[src/rtl/chino_dbus_xbar.sv]
// Single-master to NUM_SLAVES data-bus crossbar: address bits [31:28] pick the slave.
// Optional wait-state timeout enabled by defining CHINO_DBUS_TIMEOUT_EN.
module chino_dbus_xbar #(
    parameter int NUM_SLAVES  = 4,
    parameter int DATA_W      = 32,
    parameter int TIMEOUT_CYC = 255
) (
    input  logic                         clk,
    input  logic                         rst,
    input  logic                         m_ce_i,
    input  logic                         m_we_i,
    input  logic [31:0]                  m_addr_i,
    input  logic [3:0]                   m_sel_i,
    input  logic [DATA_W-1:0]            m_data_i,
    output logic [DATA_W-1:0]            m_data_o,
    output logic                         m_stall_o,
    output logic                         m_err_o,
    output logic [NUM_SLAVES-1:0]        s_ce_o,
    output logic                         s_we_o,
    output logic [31:0]                  s_addr_o,
    output logic [3:0]                   s_sel_o,
    output logic [DATA_W-1:0]            s_data_o,
    input  logic [NUM_SLAVES*DATA_W-1:0] s_data_i,
    input  logic [NUM_SLAVES-1:0]        s_ack_i
);

    if (NUM_SLAVES < 1 || NUM_SLAVES > 16) begin : g_bad_num_slaves
        $error("chino_dbus_xbar: NUM_SLAVES must be 1..16");
    end
    if (TIMEOUT_CYC < 1 || TIMEOUT_CYC > 65535) begin : g_bad_timeout
        $error("chino_dbus_xbar: TIMEOUT_CYC must be 1..65535");
    end

    typedef enum logic [1:0] {
        ST_IDLE,
        ST_WAIT,
        ST_RESP,
        ST_ERR
    } state_t;

    localparam logic [4:0] NUM_SLAVES_V = 5'(NUM_SLAVES);

    state_t                  state;
    logic   [3:0]            slave_num;
    logic                    in_range;
    logic   [NUM_SLAVES-1:0] slave_oh;
    logic                    ack_hit;
    logic   [DATA_W-1:0]     ack_data;

`ifdef CHINO_DBUS_TIMEOUT_EN
    localparam logic [15:0] TIMEOUT_LAST = 16'(TIMEOUT_CYC - 1);
    logic [15:0] wait_cnt;
`endif

    // s_ce_o holds the one-hot slave select during WAIT, so it doubles as the
    // ack mask and read-data mux select; unselected acks are masked off here.
    always_comb begin
        // NOTE: every always_comb output gets a default first so no path can infer a latch.
        slave_num = m_addr_i[31:28];
        in_range  = {1'b0, slave_num} < NUM_SLAVES_V;
        slave_oh  = '0;
        ack_data  = '0;
        for (int k = 0; k < NUM_SLAVES; k++) begin
            slave_oh[k] = (slave_num == 4'(k));
            if (s_ce_o[k]) ack_data = ack_data | s_data_i[k*DATA_W +: DATA_W];
        end
        ack_hit = |(s_ack_i & s_ce_o);
    end

    assign m_stall_o = ((state == ST_IDLE) && m_ce_i) || (state == ST_WAIT);

    // NOTE: sequential state uses non-blocking assignments so every register samples pre-edge values.
    always_ff @(posedge clk or negedge rst) begin
        if (!rst) begin
            state    <= ST_IDLE;
            s_ce_o   <= '0;
            s_we_o   <= 1'b0;
            s_addr_o <= '0;
            s_sel_o  <= '0;
            s_data_o <= '0;
            m_data_o <= '0;
            m_err_o  <= 1'b0;
`ifdef CHINO_DBUS_TIMEOUT_EN
            wait_cnt <= '0;
`endif
        end else begin
            case (state)
                ST_IDLE: begin
                    if (m_ce_i) begin
                        if (in_range) begin
                            s_we_o   <= m_we_i;
                            s_addr_o <= m_addr_i;
                            s_sel_o  <= m_sel_i;
                            s_data_o <= m_data_i;
                            s_ce_o   <= slave_oh;
`ifdef CHINO_DBUS_TIMEOUT_EN
                            wait_cnt <= '0;
`endif
                            state    <= ST_WAIT;
                        end else begin
                            m_data_o <= '0;
                            m_err_o  <= 1'b1;
                            state    <= ST_ERR;
                        end
                    end
                end
                ST_WAIT: begin
                    // An ack in the cycle the timeout expires still completes normally.
                    if (ack_hit) begin
                        m_data_o <= s_we_o ? '0 : ack_data;
                        s_ce_o   <= '0;
                        state    <= ST_RESP;
                    end
`ifdef CHINO_DBUS_TIMEOUT_EN
                    else begin
                        wait_cnt <= wait_cnt + 16'd1;
                        if (wait_cnt == TIMEOUT_LAST) begin
                            s_ce_o   <= '0;
                            m_data_o <= '0;
                            m_err_o  <= 1'b1;
                            state    <= ST_ERR;
                        end
                    end
`endif
                end
                ST_RESP: begin
                    state <= ST_IDLE;
                end
                ST_ERR: begin
                    m_err_o <= 1'b0;
                    state   <= ST_IDLE;
                end
                default: begin
                    state <= ST_IDLE;
                end
            endcase
        end
    end

endmodule

[config.mk]
export PLATFORM = sky130hd
export DESIGN_NAME = chino_dbus_xbar
export DESIGN_NICKNAME = d
export VERILOG_FILES = /design/src/rtl/chino_dbus_xbar.sv
export SDC_FILE = /design/constraint.sdc
export NUM_CORES = 1
export LEC_CHECK = 0
export ABC_CLOCK_PERIOD_IN_PS = 2200
export CAP_MARGIN = 20
export CORE_AREA = 2 2 120 122
export DETAILED_ROUTE_END_ITERATION = 12
export DIE_AREA = 0 0 122 124
export GPL_TIMING_DRIVEN = 0
export PLACE_DENSITY = 0.86
export SLEW_MARGIN = 20
export SYNTH_ARGS = -nofsm -noshare
export SYNTH_HDL_FRONTEND = slang
export SYNTH_SLANG_ARGS = --single-unit
[constraint.sdc]
create_clock -name clk -period 2.2 [get_ports clk]
set_clock_uncertainty 0.05 [all_clocks]
set_input_delay 0.44 -clock clk [delete_from_list [all_inputs] [get_ports clk]]
set_output_delay 0.44 -clock clk [all_outputs]
set_load 0.02 [all_outputs]
==> impl_results.rst <==
.. list-table::
   :header-rows: 1

   * - Metric
     - Value
   * - Starting density of the core
     - 35.9%
   * - Sum of buffers and inverters on the critical path
     - 2
   * - Proportion of layout cells with a drive suffix above 1
     - 20.4%
   * - Total half-perimeter wirelength after legalization and detailed placement
     - 13700 µm
   * - Most frequently used flop master after synthesis
     - sky130_fd_sc_hd__dfrtp_1
   * - Overflow left after global routing
     - 0
   * - Most used cells in the layout excluding fill and tap cells
     - 308 x sky130_fd_sc_hd__clkdlybuf4s50_1, 108 x sky130_fd_sc_hd__dfrtp_1, 71 x sky130_fd_sc_hd__mux2_2
   * - Register-to-register path setup slack
     - 0.05 ns
   * - Pin slew with the least headroom to its limit
     - 0.628 ns
   * - Antenna Cells
     - 0
   * - Worst skew pair latency
     - 0.35 ns
   * - Final core area utilization
     - 63.9%
   * - Total I/O pin count
     - 311
   * - EDFF count, synth
     - 0
   * - Final Power
     - 10.3 mW
   * - Peak supply drop
     - 868 µV
   * - GPL Wtd Cong
     - 0.880
   * - 1st-pass router iterations
     - 5
   * - Net count of the finished layout
     - 899
   * - Worst path top cell family by delay
     - simple AND/OR/NAND/NOR gates
   * - Hold endpoint
     - s_addr_o[31]$_DFFE_PN0P_
   * - Global routing usage summed across all routing layers
     - 22.3%
   * - Number of clock sinks
     - 108
   * - Worst min-delay path category
     - flip-flop to flip-flop
   * - Critical register-to-register path startpoint
     - s_ce_o[3]$_DFFE_PN0P_
   * - FP Rows
     - 43
   * - Upper clock frequency limit
     - 466 MHz
   * - Required arrival time at the worst endpoint
     - 2.38 ns
   * - Average footprint of a synthesized cell
     - 13.5 µm²
   * - Maximum single-stage delay on the critical path
     - 0.47 ns
   * - Element type at the critical path start
     - flip-flop
   * - Sequential cell area fraction in the yosys report
     - 54.9%
   * - First-pass GRT wire length
     - 25400 µm
   * - Antenna viol nets, final
     - 0
   * - Number of buffers created by CTS
     - 9
   * - Element type at the critical path end
     - flip-flop
   * - Initial detailed-routing violation count
     - 235
   * - Number of nets produced by synthesis
     - 569
   * - Clock tree from TritonCTS
     - done
   * - Vias in the first global route
     - 4750
   * - WP data arrival
     - 2.32 ns
   * - Run status
     - completed
   * - Async S/R FF share, synth
     - 100%
   * - Worst hold slack
     - 0.452 ns
   * - Fin cells
     - 880
   * - Largest net degree at the start of global routing
     - 74
   * - Worst reg2reg path endpoint
     - m_data_o[3]$_DFFE_PN0P_
   * - Routed wire length on met2
     - 8670 µm
   * - Period Utilization, post-route
     - 97.6%
   * - Synth unique cells
     - 24
   * - Netlist area before placement
     - 4920 µm²
   * - Flip-flop and latch count after synthesis
     - 108
   * - Final WL
     - 17400 µm
   * - Cell Count Post-Placement
     - 856
   * - # port buffers
     - 310
   * - Vertical die dimension
     - 124 µm
   * - DRT met1 WL
     - 6280 µm
   * - Synth warnings
     - 0
   * - Max-Cap Viols
     - 0
   * - Number of antenna violations at the first check in global routing
     - 0
   * - Total via count in the routed design
     - 4469
   * - Clock period minus worst slack
     - 2.15 ns
   * - Most common library cell in the layout ignoring fill and taps
     - sky130_fd_sc_hd__clkdlybuf4s50_1
   * - Critical hold path startpoint
     - s_addr_o[31]$_DFFE_PN0P_
   * - Floorplan die width
     - 122 µm
   * - Routed length per placed instance
     - 19.8 µm
   * - Cells along the critical path
     - buf_6 > a222oi_1 > and3_1 > or3_4 > buf_12 > mux2_4
   * - Worst-path fanout max
     - 10
   * - DR DRC count
     - 0
   * - Static Leak
     - 3.60 nW
   * - Per-cell via count in the routed design
     - 5.08
   * - Final hold violation count
     - 0
   * - Signed area change from the synthesized netlist to the final layout
     - 78.1%
   * - Final setup viols
     - 0
   * - Sum Neg Setup Slack
     - 0 ns
   * - CTS H-tree depth
     - 3
   * - Clock slew at the register clock pins of the worst setup and hold paths
     - 0.08 ns
   * - Longest Clk Path Bufs
     - 2
   * - Total met3 wirelength after detailed routing
     - 1880 µm
   * - Worst Hold Depth
     - 1
   * - Slew Viols, Final
     - 0
   * - Path depth of the worst reg2reg path
     - 6
   * - Relative slew margins
     - 58.2%
   * - Master of the slowest instance on the critical path
     - sky130_fd_sc_hd__a222oi_1
   * - Unrepaired setup endpoints after global routing
     - yes
   * - Category of the critical setup timing path
     - flip-flop to flip-flop
   * - Number of cells produced by synthesis
     - 365
   * - Core footprint
     - 13700 µm²
   * - Clock tree root buffer cell
     - sky130_fd_sc_hd__clkbuf_16
   * - Top layer in use
     - met4
   * - Die area
     - 15100 µm²
   * - Total power density per cell area
     - 1180 nW/µm²
## layout make-up
| class | instances | area, µm² |
|---|---|---|
| timing repair buffer | 320 | 3220 |
| fill | 1029 | 4960 |
| sequential | 108 | 2700 |
| buffer | 29 | 178 |
| multi-input combinational | 225 | 2080 |
| inverter | 2 | 7.51 |
| clock buffer | 9 | 225 |
| clock inverter | 7 | 118 |
| tap | 180 | 225 |
## cell families (layout without fill, tap and decap cells)
group / Yosys count / after routing / synth area share, %
simple gates: 21 / 21 / 2.34
buf+inv: 32 / 367 / 3.18
flops: 108 / 108 / 54.9
compound gates: 101 / 101 / 13.7
mux: 103 / 103 / 25.8
## metrics by stage
step                      cell area, µm²  setup WS, ns
after floorplan                     4920         0.203
after global placement              8250         -3.35
after detailed placement            8280        -0.466
after CTS                           8670      -0.00278
after global routing                8760       -0.0349
final                               8760        0.0535
## state kept, by name, summed over array words and instances (netlist names)
| name | cells |
|---|---|
| m_data_o | 32 |
| s_ce_o | 4 |
| s_addr_o | 32 |
| s_data_o | 32 |
| s_sel_o | 4 |
| s_we_o | 1 |
| state | 2 |
| m_err_o | 1 |
## synthesized netlist by cell type, types with 3 or more instances
library cell / n / area share (%)
sky130_fd_sc_hd__mux2_4: 29 / 8.9
sky130_fd_sc_hd__nor3b_1: 3 / 0.46
sky130_fd_sc_hd__mux2_2: 74 / 17
sky130_fd_sc_hd__buf_2: 5 / 0.51
sky130_fd_sc_hd__dfrtp_1: 108 / 55
sky130_fd_sc_hd__buf_6: 3 / 0.69
sky130_fd_sc_hd__clkbuf_1: 14 / 1.1
sky130_fd_sc_hd__buf_1: 6 / 0.46
sky130_fd_sc_hd__nand2_1: 3 / 0.23
sky130_fd_sc_hd__a22oi_1: 64 / 9.8
sky130_fd_sc_hd__nor2_1: 4 / 0.31
sky130_fd_sc_hd__a21oi_1: 34 / 3.5
## power breakdown
part | internal [mW] | switching, mW
Combinational | 2.84 | 2.50
Sequential | 2.75 | 0.421
Clock | 1.03 | 0.809
## repair_timing
item | CTS | global route
resized for setup | 8 | 10
hold endpoints to repair | 35 | 0
cloned | 0 | 1
hold buffers | 1 | 0
setup endpoints to repair | 30 | 44
pin swaps | 2 | 3
setup buffers | 2 | 5
## per-layer routing
metal / track usage (%) / vias to the layer above
met5: 0 / -
met4: 9.84 / 0
met3: 9.48 / 41
met2: 37.8 / 254
met1: 24.5 / 2150
li1: - / 2024
## worst max path at each step
stage / from / to / slack (ns) / cells after the start
2_1_floorplan: s_ce_o[2]$_DFFE_PN0P_ / m_data_o[0]$_DFFE_PN0P_ / 0.20 / 7
3_3_place_gp: rst / s_data_o[16]$_DFFE_PN0P_ / -3.35 / 1
3_5_place_dp: s_ack_i[2] / m_data_o[14]$_DFFE_PN0P_ / -0.47 / 7
4_1_cts: s_ce_o[2]$_DFFE_PN0P_ / m_data_o[22]$_DFFE_PN0P_ / -0.003 / 7
5_1_grt: s_ce_o[2]$_DFFE_PN0P_ / m_data_o[3]$_DFFE_PN0P_ / -0.03 / 6
6_report: s_ce_o[3]$_DFFE_PN0P_ / m_data_o[3]$_DFFE_PN0P_ / 0.05 / 6
(Power assumes the default switching activity.)
